[src/rtl/diff_pe_weight_loader.sv]
// Fetches 3*3 / 5*5 kernels from the weight buffer and hands them to the PE.
// Define DIFF_WT_LOADER_STALL_CNT_EN to add the stall_cnt output.
package diff_pe_pkg;
  localparam int PE_BW = 8;

  typedef struct packed {
    logic [8:0][PE_BW-1:0] a9;
    logic [5:0][PE_BW-1:0] b6;
    logic [5:0][PE_BW-1:0] c6;
    logic [3:0][PE_BW-1:0] d4;
  } PE_weight_t;

  typedef enum logic {
    A_MODE = 1'b0,
    E_MODE = 1'b1
  } PE_weight_mode_t;
endpackage

module diff_pe_weight_loader
  import diff_pe_pkg::*;
#(
  parameter int BIT_WIDTH = 8,
  parameter int CONF_WT_BUF_DEPTH = 512,
  localparam int AW = $clog2(CONF_WT_BUF_DEPTH)
) (
  input  logic                   clk,
  input  logic                   rst_n,
  input  logic                   start,
  input  logic                   kernel_mode,
  input  logic [AW-1:0]          base_addr,
  input  logic [7:0]             num_kernels,
  output logic                   wt_rd_en,
  output logic [AW-1:0]          wt_rd_addr,
  input  logic [8*BIT_WIDTH-1:0] wt_rd_data,
  output PE_weight_t             wt_out,
  output PE_weight_mode_t        wt_mode,
  output logic                   wt_valid,
  input  logic                   wt_ready,
  output logic                   busy,
  output logic                   done
`ifdef DIFF_WT_LOADER_STALL_CNT_EN
  ,
  output logic [15:0]            stall_cnt
`endif
);

  typedef enum logic [2:0] {
    S_IDLE,
    S_FETCH,
    S_CAPTURE,
    S_OUT,
    S_DONE
  } state_e;

  state_e          state_q;
  logic [AW-1:0]   addr_q;
  logic [AW-1:0]   addr_nx;
  logic            rd_en_q;
  logic [1:0]      cnt_q;
  logic            rd_d1_q;
  logic [1:0]      widx_q;
  logic            mode5_q;
  PE_weight_mode_t mode_q;
  logic [7:0]      kleft_q;
  logic            valid_q;
  logic            busy_q;
  logic            done_q;
  logic [1:0]      last_w;
  logic [5:0]      lim;
  logic [5:0]      sidx;

  logic [24:0][BIT_WIDTH-1:0] kb_q;
  logic [24:0][BIT_WIDTH-1:0] kb_d;

  assign last_w = mode5_q ? 2'd3 : 2'd1;
  assign lim    = mode5_q ? 6'd25 : 6'd9;

  assign addr_nx = (addr_q == AW'(CONF_WT_BUF_DEPTH - 1)) ?
                   '0 : addr_q + 1'b1;

  // Word widx_q lands at stream bytes 8*widx_q .. 8*widx_q+7
  always_comb begin
    kb_d = kb_q;
    sidx = '0;
    if (rd_d1_q) begin
      for (int j = 0; j < 8; j++) begin
        sidx = {1'b0, widx_q, 3'b000} + 6'(j);
        if (sidx < lim)
          kb_d[sidx[4:0]] = wt_rd_data[j*BIT_WIDTH +: BIT_WIDTH];
      end
    end
  end

  always_ff @(posedge clk or negedge rst_n) begin
    if (!rst_n) begin
      state_q <= S_IDLE;
      addr_q  <= '0;
      rd_en_q <= 1'b0;
      cnt_q   <= '0;
      rd_d1_q <= 1'b0;
      widx_q  <= '0;
      mode5_q <= 1'b0;
      mode_q  <= A_MODE;
      kleft_q <= '0;
      valid_q <= 1'b0;
      busy_q  <= 1'b0;
      done_q  <= 1'b0;
      kb_q    <= '0;
    end else begin
      rd_d1_q <= rd_en_q;
      widx_q  <= cnt_q;
      kb_q    <= kb_d;
      done_q  <= 1'b0;
      unique case (state_q)
        S_IDLE: begin
          if (start) begin
            mode5_q <= kernel_mode;
            mode_q  <= kernel_mode ? A_MODE : E_MODE;
            kleft_q <= num_kernels;
            addr_q  <= base_addr;
            cnt_q   <= '0;
            busy_q  <= 1'b1;
            kb_q    <= '0;
            if (num_kernels == 8'd0) begin
              state_q <= S_DONE;
              done_q  <= 1'b1;
            end else begin
              state_q <= S_FETCH;
              rd_en_q <= 1'b1;
            end
          end
        end
        S_FETCH: begin
          addr_q <= addr_nx;
          cnt_q  <= cnt_q + 2'd1;
          if (cnt_q == last_w) begin
            rd_en_q <= 1'b0;
            state_q <= S_CAPTURE;
          end
        end
        S_CAPTURE: begin
          state_q <= S_OUT;
          valid_q <= 1'b1;
        end
        S_OUT: begin
          if (wt_ready) begin
            valid_q <= 1'b0;
            kleft_q <= kleft_q - 8'd1;
            if (kleft_q == 8'd1) begin
              state_q <= S_DONE;
              done_q  <= 1'b1;
            end else begin
              state_q <= S_FETCH;
              rd_en_q <= 1'b1;
              cnt_q   <= '0;
            end
          end
        end
        S_DONE: begin
          busy_q  <= 1'b0;
          state_q <= S_IDLE;
        end
        default: state_q <= S_IDLE;
      endcase
    end
  end

  assign wt_rd_en   = rd_en_q;
  assign wt_rd_addr = addr_q;
  assign wt_valid   = valid_q;
  assign wt_mode    = mode_q;
  assign busy       = busy_q;
  assign done       = done_q;
  assign wt_out     = {kb_q[8:0], kb_q[14:9], kb_q[20:15], kb_q[24:21]};

`ifdef DIFF_WT_LOADER_STALL_CNT_EN
  logic [15:0] stall_q;

  always_ff @(posedge clk or negedge rst_n) begin
    if (!rst_n)
      stall_q <= '0;
    else if (state_q == S_IDLE && start)
      stall_q <= '0;
    else if (valid_q && !wt_ready && stall_q != 16'hFFFF)
      stall_q <= stall_q + 16'd1;
  end

  assign stall_cnt = stall_q;
`endif

endmodule

[config.mk]
export PLATFORM = sky130hd
export DESIGN_NAME = diff_pe_weight_loader
export DESIGN_NICKNAME = d
export VERILOG_FILES = /design/src/rtl/diff_pe_weight_loader.sv
export SDC_FILE = /design/constraint.sdc
export NUM_CORES = 1
export LEC_CHECK = 0
export BUFFER_PORTS_ARGS = -buffer_cell sky130_fd_sc_hd__buf_2
export CORE_MARGIN = 3
export CORE_UTILIZATION = 31
export CTS_CLUSTER_SIZE = 20
export DETAILED_ROUTE_END_ITERATION = 12
export GPL_TIMING_DRIVEN = 1
export PLACE_DENSITY_LB_ADDON = 0.1
export SLEW_MARGIN = 15
export SYNTH_ARGS = -nofsm -noshare
export SYNTH_HDL_FRONTEND = slang
export SYNTH_SLANG_ARGS = --single-unit
[constraint.sdc]
create_clock -name clk -period 2.1 [get_ports clk]
set_input_delay 0.42 -clock clk [delete_from_list [all_inputs] [get_ports clk]]
set_output_delay 0.42 -clock clk [all_outputs]
set_load 0.02 [all_outputs]
Yosys cells after proc, flatten, opt, wreduce, memory -nomap -nowiden
Cells that the tools add are included.
Operators by class
  equality and inequality tests: 12
  order comparisons: 24
  reduce and logical (&&, ||, !) cells: 23
  muxes and demuxes: 76
  $add $sub $neg: 10
Operators with widths (count)
  $mux W200: 18
  $bwmux W200: 8
  $demux W8 S5: 7
  $mux W8: 10
  $lt A5 B6 Y1 const B: 8
  $lt A6 B5 Y1: 7
  $ge A5 B1 Y1 const B: 8
  $add A5 B3 Y6 const B: 4
  $mux W9: 2
  $pmux W9 S2: 1
  $demux W8 S2: 1
  $pmux W8 S2: 1
  $mux W3: 5
  $add A5 B2 Y6 const B: 2
  $mux W1: 12
  $pmux W3 S4: 1
  $ne A2 B2 Y1 const B: 5
  $add A9 B1 Y9 const B: 1
  $eq A9 B9 Y1 const B: 1
  $eq A8 B1 Y1 const B: 1
  $logic_and A1 B1 Y1: 8
  $logic_not A8 Y1: 1
  $mux W2: 4
  $reduce_and A2 Y1: 4
  other kinds (18): 25
Storage, ports and cells
  output and inout port bits: 214
  register bits after elaboration: 231
  logic and storage cells: 182

Longest topological paths before layout
  depth after elaboration: 30
  depth in mapped cells: 9

Worst setup path before layout
Ideal clock, no wire load.
  path type: register to register
  start: register widx_q[1]
  end: register kb_q, in the netlist wt_out[128]
  data arrival time: 1.672 ns
  required time: 2.023 ns
  cell stages (with the launch flop): 7
  setup slack: 0.351 ns
  period minus slack after synthesis: 1.749 ns
  setup time: 0.077 ns
  path through: dfrtp_1 > ha_1 > nand2b_4 > nor3_2 > buf_6 > nand2_1 > a21oi_1
On the way
  longest elaborated chain between the ends: 30
RTL lines
  from (decl): RTL line 61  | logic [1:0] widx_q;
  from (signal assigned): RTL line 111  | widx_q <= cnt_q;
  branches (longest 26 deep; another with $add A5 B1 Y6)
  $mux W200 *: RTL line 88  | if (sidx < lim)
  $mux W200 *: RTL line 85  | if (rd_d1_q) begin
  $mux W200: RTL line 116  | if (start) begin
  $mux W200 *: RTL line 114  | unique case (state_q)
  to (signal assigned): RTL line 112  | kb_q <= kb_d;
  to (decl): RTL line 72  | logic [24:0][BIT_WIDTH-1:0] kb_q;
Every way passes the cells marked *. The select of a mux whose other input is x is not followed.
A chain may end at the register's enable or synchronous reset.

Worst setup path in the final report
  start: register mode5_q
  end: register kb_q, in the netlist wt_out[183]
On the way
  longest elaborated chain between the ends: 27
RTL lines
  from (decl): RTL line 62  | logic mode5_q;
  from (signal assigned): RTL line 117  | mode5_q <= kernel_mode;
  $mux W5 *: RTL line 76  | assign lim = mode5_q ? 6'd25 : 6'd9;
  $lt A5 B5 Y1: RTL line 88
  $mux W200: RTL line 88
  $mux W200: RTL line 85
  $bwmux W200: RTL line 89  | kb_d[sidx[4:0]] = wt_rd_data[j*BIT_WIDTH +: BIT_WIDTH];
  $mux W200: RTL line 88
  $mux W200: RTL line 85
  $bwmux W200: RTL line 89
  [... 11 more ...]
  $bwmux W200: RTL line 89
  $mux W200: RTL line 88
  $mux W200: RTL line 85
  $bwmux W200: RTL line 89
  $mux W200 *: RTL line 88
  $mux W200 *: RTL line 85
  $mux W200: RTL line 116
  $mux W200 *: RTL line 114
Every way passes the cells marked *; elsewhere a longest branch is shown, timed or not. The select of a mux whose other input is x is not followed.

==> reports/metrics.yaml <==
status:
  status: "completed"
worst_setup_path:
  cp.arrival_ns: 2.24
  critPathRequiredTime_ns: 2.51
  critical_path_class: "flop to flop"
  regToRegEndpoint: "wt_out[183]"
  worst-path-max-fanout: 56
  reg2reg_from: "mode5_q"
  start_kind: "flop"
  reg2regPathDepth: 7
  crit_path_start: "mode5_q"
  crit_end: "wt_out[183]"
  reg2reg_slack_ns: 0.27
  crit_path_end_kind: "flop"
die:
  die_h_um: 183
  die-area_um2: 33600
  ios: 300
  die_w_um: 183
  std_cell_rows: 64
  initial_utilization: 0.317
  design.core.area_um2: 30700
timing:
  post-route-period-util: 0.870
  fin_skew_ns: 0.0210
  setup_violations: 0
  relSlewSlack: 0.600
  hold_viol_final: 0
  rsz0062_at_grt: "false"
  max_freq_mhz: 548
  hold_ws_ns: 0.114
  tightest_slew_ns: 0.601
  maxSlewViolCount: 0
  min_period_ns: 1.83
  finalWorstSetupSlack_ns: 0.274
  tns_ns: 0
power_and_ir_drop:
  pwr-share-clk: 0.222
  power_leakage_nw: 6.37
  p_seq_frac: 0.329
  intPower_mw: 12.5
  switching_share: 0.432
  p_per_area_nw_per_um2: 1710
  ir_drop_mv: 0.814
  power.switching_mw: 9.47
  comb_power_share: 0.449
cells_and_area:
  utilization: 0.417
  final_area_um2: 12800
  layout_commonest_cell: "nand2_1"
  multi_input_area_um2: 3510
  final-seq-area_um2: 5780
  drive_above_1_share: 0.294
  final_cell_mix: "nand2_1, buf_2, dfrtp_1"
  diodes: 0
  fill_cells: 3186
  syn_to_final_growth_pct: 31.5
  fin_nets: 1448
synth:
  syn_avg_cell_area_um2: 9.23
  ys_seq_area_frac: 0.593
  ys_ff_latch: 231
  synth_cells: 1055
  syn_nets: 1146
  synthFlopType: "dfrtp_1"
  synthesis.area_um2: 9740
  synth-edff-count: 0
  ys_warn_count: 0
  synth_cell_types: 51
  async_reset_ff_frac: 1.00
grt:
  busiest_layer: "met2"
  grt_pass1_wl_mm: 51.7
  overflow: 0
  grtUsageMet1: 0.275
  grt_use_met3: 0.0387
  antenna_found_initial: 0
  grt_pass1_vias: 8670
  met2_usage: 0.315
  grt.total_usage: 0.194
  grt_max_degree: 70
clock_network:
  cts-resized-gates: 0
  cts_root_buf: "clkbuf_16"
  postCtsHoldBufs: 1
  htreeDepth: 1
  insertion_delay_ns: 0.54
  post_cts_buffers: 0
  cts_buffer_depth: 3
  cts_tree: "done"
  path_clk_slew_ns: 0.06
  cts_made_buffers: 28
  clkSinkCount: 231
placement:
  gp_congestion: 0.779
  post-place-ws_ns: 0.265
  dpl-instance-area_um2: 11800
  port_buffers: 299
  hpwl_mm: 22.0
run:
  cap_violations: 0
hold_path:
  hold_class: "primary input to flop"
detailed_routing:
  ant_nets: 0
  via_per_inst: 4.79
  drt_iter0_drc: 383
  first_pass_iters: 4
  drt-total-wl_mm: 32.9
  vias: 8498
  wire_per_inst_um: 18.5
  drc: 0
## cells by family (layout without fill, tap and decap cells)
logic type,Yosys count,in the layout,share of synthesized area
muxes,8,8,0.00822
adders and majority gates,5,5,0.00642
AOI/OAI and AO/OA,259,259,0.141
xor gates and xnor gates,6,6,0.00539
DFF,231,231,0.593
buffers and inverters,79,403,0.0496
and+or+nand+nor,467,467,0.196
## per-stage QoR
stage                     power (mW)  std cells
after floorplan                 13.5       1055
after global placement          17.2       1722
after detailed placement        17.3       1722
after CTS                       22.3       1775
after global routing            23.6       1775
final                           21.9       1775
## Yosys cell counts (4+ instances only)
cell      instances  area (um^2)
buf_4            20          150
dfrtp_1         231         5780
mux2i_1           8         80.1
nand3_1           9         45.0
inv_1             6         22.5
nand3b_1          6         45.0
clkbuf_1         14         52.6
o22ai_1           7         43.8
a21oi_1         212         1060
nand2_1         410         1540
o21ai_0          18         90.1
nor2b_1           4         25.0
buf_2            16         80.1
ha_1              5         62.6
xor2_1            4         35.0
buf_6            12          135
buf_1            10         37.5
nor2_1           10         37.5
## critical path, cell delays in order, from the launching register on
cell and delay, ns:
dfrtp_1 0.36, inv_1 0.06, ha_1 0.23, nand2b_4 0.18, or3_2 0.46, buf_12 0.24, nand2_1 0.11, a21oi_1 0.07
## final cells by class
type	instances	share of cell area
Clock inverter	8	0.00361
Tap cell	396	0.0387
Clock buffer	44	0.0712
Inverter	6	0.00176
Timing Repair Buffer	345	0.159
Multi-Input combinational cell	745	0.274
Sequential cell	231	0.451
## power groups by stage
stage / combinational, mW / clock, mW / sequential [mW]
after global routing: 10.9 / 5.23 / 7.44
after floorplan: 4.39 / 0 / 9.07
after global placement: 9.94 / 0 / 7.25
after CTS: 10.1 / 5.02 / 7.23
after detailed placement: 10.1 / 0 / 7.29
final: 9.86 / 4.87 / 7.21
## state kept, by name (all words and copies together) (netlist names)
| name | count |
|---|---|
| wt_out | 200 |
| wt_rd_addr | 9 |
| kleft_q | 8 |
| state_q | 3 |
| cnt_q | 2 |
| widx_q | 2 |
| busy | 1 |
| done | 1 |
| mode5_q | 1 |
| rd_d1_q | 1 |
| wt_mode | 1 |
| wt_rd_en | 1 |
| wt_valid | 1 |
## worst min path at each step
stage                startpoint          end  slack (ns)  cells after the start
global route        kernel_mode      wt_mode        0.09                      2
detailed placement        rst_n  wt_out[180]        0.44                      1
finish              kernel_mode      wt_mode        0.11                      2
CTS                 kernel_mode      wt_mode        0.09                      2
floorplan                 rst_n         busy        0.12                      0
global placement       wt_rd_en      rd_d1_q        0.42                      0
## layer usage
metal  vias to the layer above  part of all wire
li1                       4094                 -
met1                      4133              0.46
met2                       239              0.47
met3                        32             0.061
met4                         0             0.013
met5                         -                 0
(Power assumes the default switching activity.)
